**src/rtl/dtcore32_regfile_mp.sv**
```systemverilog
// Multi-port integer register file with per-register pending (scoreboard) bits and optional write-to-read bypass.
// Latency: reads are combinational; writes and pending updates land on the next rising clk_i edge.
// Backpressure: none; every port is accepted every cycle, and decode stalls itself on rd_pend_o.
module dtcore32_regfile_mp #(
  parameter int XLEN   = 32,
  parameter int NREGS  = 32,
  parameter int NRD    = 2,
  parameter int NWR    = 1,
  parameter int BYPASS = 1,
  localparam int AW    = $clog2(NREGS)
) (
  input  logic                clk_i,
  input  logic                rst_i,
  input  logic [NRD*AW-1:0]   rd_addr_i,
  output logic [NRD*XLEN-1:0] rd_data_o,
  output logic [NRD-1:0]      rd_pend_o,
  input  logic [NWR-1:0]      wr_en_i,
  input  logic [NWR*AW-1:0]   wr_addr_i,
  input  logic [NWR*XLEN-1:0] wr_data_i,
  input  logic                pend_set_i,
  input  logic [AW-1:0]       pend_addr_i,
  input  logic                flush_i
);

  logic [XLEN-1:0] regs [NREGS];
  logic [NREGS-1:0] pend_q;
  logic [NREGS-1:0] pend_nxt;

  // Commit writes; later ports are visited last so port 1 wins a collision. x0 is never written.
  always_ff @(posedge clk_i or posedge rst_i) begin
    if (rst_i) begin
      for (int i = 0; i < NREGS; i++) begin
        regs[i] <= '0;
      end
    end else begin
      for (int j = 0; j < NWR; j++) begin
        if (wr_en_i[j] && (wr_addr_i[j*AW +: AW] != '0)) begin
          regs[wr_addr_i[j*AW +: AW]] <= wr_data_i[j*XLEN +: XLEN];
        end
      end
    end
  end

  // Next pending vector: writes clear, a new producer sets (and beats a clear), flush clears everything.
  always_comb begin
    pend_nxt = pend_q;
    for (int j = 0; j < NWR; j++) begin
      if (wr_en_i[j]) begin
        pend_nxt[wr_addr_i[j*AW +: AW]] = 1'b0;
      end
    end
    if (pend_set_i) begin
      pend_nxt[pend_addr_i] = 1'b1;
    end
    if (flush_i) begin
      pend_nxt = '0;
    end
    pend_nxt[0] = 1'b0;
  end

  // Pending scoreboard register.
  always_ff @(posedge clk_i or posedge rst_i) begin
    if (rst_i) begin
      pend_q <= '0;
    end else begin
      pend_q <= pend_nxt;
    end
  end

  for (genvar k = 0; k < NRD; k++) begin : g_rd
    logic [AW-1:0]   ra;
    logic [XLEN-1:0] data;
    logic            pend;
    logic            hit;

    assign ra = rd_addr_i[k*AW +: AW];

    // Stored value, optionally overridden by a same-cycle write (highest port wins); x0 always reads 0.
    always_comb begin
      data = regs[ra];
      pend = pend_q[ra];
      hit  = 1'b0;
      if (BYPASS != 0) begin
        for (int j = 0; j < NWR; j++) begin
          if (wr_en_i[j] && (wr_addr_i[j*AW +: AW] == ra)) begin
            data = wr_data_i[j*XLEN +: XLEN];
            hit  = 1'b1;
          end
        end
      end
      if (hit && !(pend_set_i && (pend_addr_i == ra))) begin
        pend = 1'b0;
      end
      if (ra == '0) begin
        data = '0;
        pend = 1'b0;
      end
    end

    assign rd_data_o[k*XLEN +: XLEN] = data;
    assign rd_pend_o[k]              = pend;
  end

endmodule

```
**config.mk**
```make
export PLATFORM = sky130hd
export DESIGN_NAME = dtcore32_regfile_mp
export DESIGN_NICKNAME = d
export VERILOG_FILES = /design/src/rtl/dtcore32_regfile_mp.sv
export SDC_FILE = /design/constraint.sdc
export NUM_CORES = 2
export LEC_CHECK = 0
export ABC_AREA = 0
export BUFFER_PORTS_ARGS = -buffer_cell sky130_fd_sc_hd__buf_2
export CORE_MARGIN = 2
export CORE_UTILIZATION = 65
export DETAILED_ROUTE_END_ITERATION = 12
export PLACE_DENSITY = 0.79
export SYNTH_ARGS = -nofsm -noshare
export SYNTH_HDL_FRONTEND = slang
export SYNTH_SLANG_ARGS = --single-unit
```
**constraint.sdc**
```tcl
create_clock -name clk_i -period 75.5 [get_ports clk_i]
set_input_delay 7.55 -clock clk_i [delete_from_list [all_inputs] [get_ports clk_i]]
set_output_delay 7.55 -clock clk_i [all_outputs]
set_load 0.005 [all_outputs]
```
# Word level (Yosys, flattened, before mapping)
# Cells that the tools add are included.
totals:
  ff_bits: 1055
classes:
  order_cmp: 10
  eq_ne: 4
  muxes: 30
  n_bitwise: 6
  reduce_logical: 15
op_table:
  columns: ["cell", "n"]
  rows:
  - ["$bwmux 1024", 1]
  - ["$mux 32", 12]
  - ["$bmux 32 s5", 2]
  - ["$demux 32 s5", 1]
  - ["$and 32x32->32", 1]
  - ["$not 32->32", 1]
  - ["$or 32x32->32", 1]
  - ["$lt 5x6->1 const B", 4]
  - ["$eq 5x5->1", 4]
  - ["$ge 6x6->1 const B", 3]
  - ["$not 5->6", 3]
  - ["$bmux 1 s5", 2]
  - ["$demux 1 s5", 2]
  - ["$ge 5x1->1 const B", 2]
  - ["$logic_and 1x1->1", 10]
  - ["$logic_not 5->1", 2]
  - ["$mux 1", 10]
  - ["$lt 6x1->1 const B", 1]
  - ["$reduce_bool 5->1", 1]
  - ["$logic_not 1->1", 2]

# Logic depth before layout (Yosys ltp)
logic_depth:
  ltp_word: 10
  mapped_depth: 10
  depth_no_buf: 5

# Least setup slack after synthesis
# No wires, ideal clock.
synth_timing:
  path_type: "in2out"
  start: "input rd_addr_i[5]"
  end: "output rd_pend_o[1]"
  t_arrival_ps: 9129
  t_required_ps: 67950
  setup_slack_ps: 58821
  stages: 9
  n_path_buf: 5
  path_cell_list: "buf_6 > buf_12 > buf_12 > buf_6 > mux4_1 > mux4_2 > mux2i_1 > nor2_1 > buf_4"
synth_via:
  elab_chain_cells: 6
  word_cells_on_any_way: 12
  classes_between: "2 x eq/ne; 5 x mux; 5 x reduce/logical"
synth_rtl:
  columns: ["element", "line", "rtl"]
  rows:
  - ["start: declaration", "14", "input logic [NRD*AW-1:0] rd_addr_i,"]
  - ["branches (longest 5 deep; another with $bmux 1 s5)", null, null]
  - ["$mux 1 *", "94", "if (ra == '0) begin"]
  - ["end: declaration", "16", "output logic [NRD-1:0] rd_pend_o,"]
# Mark *: on every way between the ends. The select of a mux whose other input is x is not followed.

# Worst setup path in the final report
layout_timing:
  start: "input rd_addr_i[1]"
  end: "output rd_data_o[21]"
layout_via:
  elab_chain_cells: 6
  word_cells_on_any_way: 9
  classes_between: "1 x eq/ne; 5 x mux; 1 x bitwise; 2 x reduce/logical"
layout_rtl:
  columns: ["element", "line", "rtl"]
  rows:
  - ["$not 5->6 (not written as such)", "80", "data = regs[ra];"]
  - ["$bmux 32 s5", "80", null]
  - ["$mux 32 (not written as such) (2 in a row)", "80", null]
  - ["$mux 32", "85", "if (wr_en_i[j] && (wr_addr_i[j*AW +: AW] == ra)) begin"]
  - ["$mux 32 *", "94", null]
  - ["end: declaration", "15", "output logic [NRD*XLEN-1:0] rd_data_o,"]
# Every way passes the cells marked *; elsewhere a longest branch is shown, timed or not. The select of a mux whose other input is x is not followed.

==> impl_metrics.sql <==
INSERT INTO impl_metrics (metric_group, metric, value, unit) VALUES
('clocking', 'cts_sinks', '1055', ''),
('setup_path', 'worstRegToRegCells', '1', ''),
('final_layout', 'nets', '3844', ''),
('timing', 'max_clock_freq', '51.8', 'MHz'),
('floorplan', 'chipHeight', '301', 'um'),
('setup_path', 'critPathMaxFanout', '117', ''),
('worst_hold_path', 'min-delay-path-class', 'reg2reg', ''),
('synthesis', 'yosysSeqAreaShare', '46.2', '%'),
('timing', 'final.period_utilization', '25.6', '%'),
('detailed_routing', 'ant_nets', '0', ''),
('timing', 'period_needed', '19300', 'ps'),
('detailed_routing', 'vias_after_detailed_routing', '38500', ''),
('power', 'leak_pwr', '0.0270', 'uW'),
('final_layout', 'fillCellCount', '5765', ''),
('synthesis', 'post_synthesis_cell_area', '0.0572', 'mm^2'),
('floorplan', 'die_w', '301', 'um'),
('timing', 'tightestPinTransition', '1300', 'ps'),
('clocking', 'count_of_instances_resized_after_the_clock_tree_is_built', '0', ''),
('setup_path', 'startpoint_types', 'input pin', ''),
('synthesis', 'netlist_top_cells_area', 'sky130_fd_sc_hd__dfrtp_1 46%, sky130_fd_sc_hd__mux4_2 17%, sky130_fd_sc_hd__mux2_2 14%', ''),
('setup_path', 'crit_path_start', 'rd_addr_i[1]', ''),
('placement', 'place_congestion', '0.850', ''),
('detailed_routing', 'vias_per_instance', '7.66', ''),
('placement', 'worst_slack_at_placement', '56390', 'ps'),
('synthesis', 'ys_types', '63', ''),
('setup_path', 'required_worst_endpoint', '67950', 'ps'),
('synthesis', 'synth_compound_gate_area_share', '6.36', '%'),
('clocking', 'cts-buffers-inserted', '111', ''),
('status', 'outcome', 'completed', ''),
('synthesis', 'synth.avg_cell_area', '14.6', 'um^2'),
('synthesis', 'synth-simple-area-share', '2.14', '%'),
('global_route', 'grt_usage', '40.4', '%'),
('placement', 'port_buffers', '122', ''),
('timing', 'final-setup-viol-count', '0', ''),
('synthesis', 'post_synth_net_total', '3974', ''),
('timing', 'post-route-worst-setup-slack', '56200', 'ps'),
('global_route', 'grt_start_max_net_pins', '120', ''),
('clocking', 'clock_latency', '700', 'ps'),
('synthesis', 'adder_and_majority_cell_fraction_of_the_synthesized_area', '0', '%'),
('run', 'maxCapViolations', '0', ''),
('timing', 'final-max-slew-violation-count', '0', ''),
('synthesis', 'dominant_combinational_cell_family_by_area_after_synthesis', 'multiplexers', ''),
('clocking', 'htreeDepth', '3', ''),
('synthesis', 'top_flip_flop_cell_by_instance_count_after_synthesis', 'sky130_fd_sc_hd__dfrtp_1', ''),
('worst_hold_path', 'worst_hold_path_stage_count', '0', ''),
('synthesis', 'number_of_enable_flip_flop_cells_after_synthesis', '0', ''),
('synthesis', 'muxShareOfSynthArea', '40.7', '%'),
('detailed_routing', 'drt_pre_antenna_iters', '6', ''),
('floorplan', 'die_area', '0.0903', 'mm^2'),
('final_layout', 'area_growth_syn_to_layout', '7.84', '%'),
('floorplan', 'placementRows', '108', ''),
('synthesis', 'syn-instance-count', '3917', ''),
('timing', 'finClkSkew', '0', 'ps'),
('clocking', 'worst_setup_hold_path_clk_slew', '60', 'ps'),
('global_route', 'grt_remaining_overflow', '0', ''),
('setup_path', 'critPathKind', 'in2out', ''),
('detailed_routing', 'drt-total-wl', '179000', 'um'),
('floorplan', 'start_util', '65.7', '%'),
('timing', 'rsz0062_at_grt', 'no', ''),
('setup_path', 'crit_arrival', '11750', 'ps'),
('global_route', 'antenna_violations_before_repair', '11', ''),
('timing', 'finalHoldViolCount', '0', ''),
('setup_path', 'timing.critical_path.to_type', 'output pin', ''),
('worst_hold_path', 'worst_hold_path.endpoint', 'regs[1000]', ''),
('clocking', 'post-cts-setup-buffers', '0', ''),
('floorplan', 'floorplan.io_pins', '123', ''),
('placement', 'dp.final_hpwl', '98800', 'um'),
('synthesis', 'ys_warn_count', '0', ''),
('clocking', 'clock_tree_from_tritoncts', 'yes', ''),
('global_route', 'via_count_of_the_first_global_routing_pass', '39400', ''),
('setup_path', 'ff2ff_setup_slack', '74660', 'ps');
## power by group
part	switching (uW)	total [uW]	internal (uW)	leakage [uW]
Sequential	78.5	749	670	0.0136
Clock	234	572	338	0.00186
Combinational	135	319	184	0.0115
Total	448	1640	1190	0.0270
## layout make-up
cell class                 instances  area [um^2]  share of cell area [%]
multi-input combinational       2407        28600                    46.4
sequential                      1055        26400                    42.8
clock buffer                     156         3270                    5.30
tap                             1155         1450                    2.34
timing repair buffer             209         1350                    2.18
clock inverter                    44          543                   0.881
inverter                           3         18.8                  0.0304
antenna                            4         10.0                  0.0162
## cells in the final DEF, fill, tap and decap left out, drive strengths merged, types with 6 or more instances in the layout
master    synthesis  layout
xnor2            12      12
nor2b            16      16
mux2i           189     189
xor2              8       8
o22ai            11      11
clkbuf          212     156
a211oi           12      12
a22o             10      10
nor3b            13      13
a211o            16      16
a21o             27      27
bufinv            0      11
mux2           1010    1010
nor2             48      48
a221oi           19      19
o21ai            53      53
dfrtp          1055    1055
a31oi            15      15
or2               6       6
nand3            37      37
mux4            445     445
nand3b            6       6
nand2            86      86
o22a             21      21
or3               6       6
nor3              6       6
clkinvlp          0      10
a21oi            70      70
o221a            14      14
a22oi           168     168
buf             240     209
clkinv            1      22
o211ai           37      37
a2111oi           9       9
## cell usage after synthesis, types with 7 or more instances
library cell / n
sky130_fd_sc_hd__mux2i_1: 189
sky130_fd_sc_hd__mux4_2: 443
sky130_fd_sc_hd__a22o_1: 10
sky130_fd_sc_hd__a2111oi_2: 9
sky130_fd_sc_hd__o211ai_1: 36
sky130_fd_sc_hd__a21oi_1: 69
sky130_fd_sc_hd__o22a_1: 21
sky130_fd_sc_hd__mux2_2: 706
sky130_fd_sc_hd__buf_6: 36
sky130_fd_sc_hd__buf_4: 31
sky130_fd_sc_hd__nor2_1: 44
sky130_fd_sc_hd__buf_1: 35
sky130_fd_sc_hd__a22oi_1: 168
sky130_fd_sc_hd__a31oi_1: 15
sky130_fd_sc_hd__buf_8: 12
sky130_fd_sc_hd__a221oi_1: 17
sky130_fd_sc_hd__a211o_1: 16
sky130_fd_sc_hd__buf_2: 122
sky130_fd_sc_hd__clkbuf_1: 212
sky130_fd_sc_hd__o221a_1: 14
sky130_fd_sc_hd__mux2_1: 304
sky130_fd_sc_hd__nand3_1: 37
sky130_fd_sc_hd__nor3b_1: 11
sky130_fd_sc_hd__o21ai_1: 7
sky130_fd_sc_hd__dfrtp_1: 1055
sky130_fd_sc_hd__a21o_1: 27
sky130_fd_sc_hd__xnor2_1: 12
sky130_fd_sc_hd__nor2b_1: 16
sky130_fd_sc_hd__o22ai_1: 11
sky130_fd_sc_hd__o21ai_0: 46
sky130_fd_sc_hd__xor2_1: 8
sky130_fd_sc_hd__a211oi_1: 12
sky130_fd_sc_hd__nand2_1: 86
## per-layer routing
layer	part of all wire, %	GRT usage [%]
met4	7.0	23.9
met5	0.026	0
met1	36	52.9
met3	11	11.3
met2	46	60.8
## stage by stage
stage	instance area, um^2	hold slack [ps]	utilization (%)	total power, uW	std cells
2_1_floorplan	57200	441	-	982	3917
3_3_place_gp	57800	377	66.5	1050	4829
3_5_place_dp	57800	382	66.5	1070	4829
4_1_cts	61600	397	70.8	1640	5029
5_1_grt	61600	413	70.8	1700	5029
6_report	61700	397	70.8	1640	5033
## sequential cells by signal, summed over array words and instances, names as in the netlist
register and flops:
regs 1024, pend_q 31
## critical path, cell delays in order
cell	delay (ps)
sky130_fd_sc_hd__buf_8	630
sky130_fd_sc_hd__buf_12	710
sky130_fd_sc_hd__xnor2_1	190
sky130_fd_sc_hd__nand2_1	140
sky130_fd_sc_hd__or2_2	720
sky130_fd_sc_hd__a21oi_4	1160
sky130_fd_sc_hd__a211o_1	390
sky130_fd_sc_hd__buf_2	160
## worst max-delay path by stage
stage / to
2_1_floorplan: pend_q[10]
3_3_place_gp: rd_data_o[21]
3_5_place_dp: rd_data_o[21]
4_1_cts: rd_data_o[21]
5_1_grt: rd_data_o[21]
6_report: rd_data_o[21]
## cell families after synthesis
kind of cell              Yosys count
muxes                            1644
DFF                              1055
AOI/OAI and AO/OA                 496
buffers and inverters             455
and+or+nand+nor                   247
xor gates and xnor gates           20
Note: power is estimated with default switching activity, not from simulation.
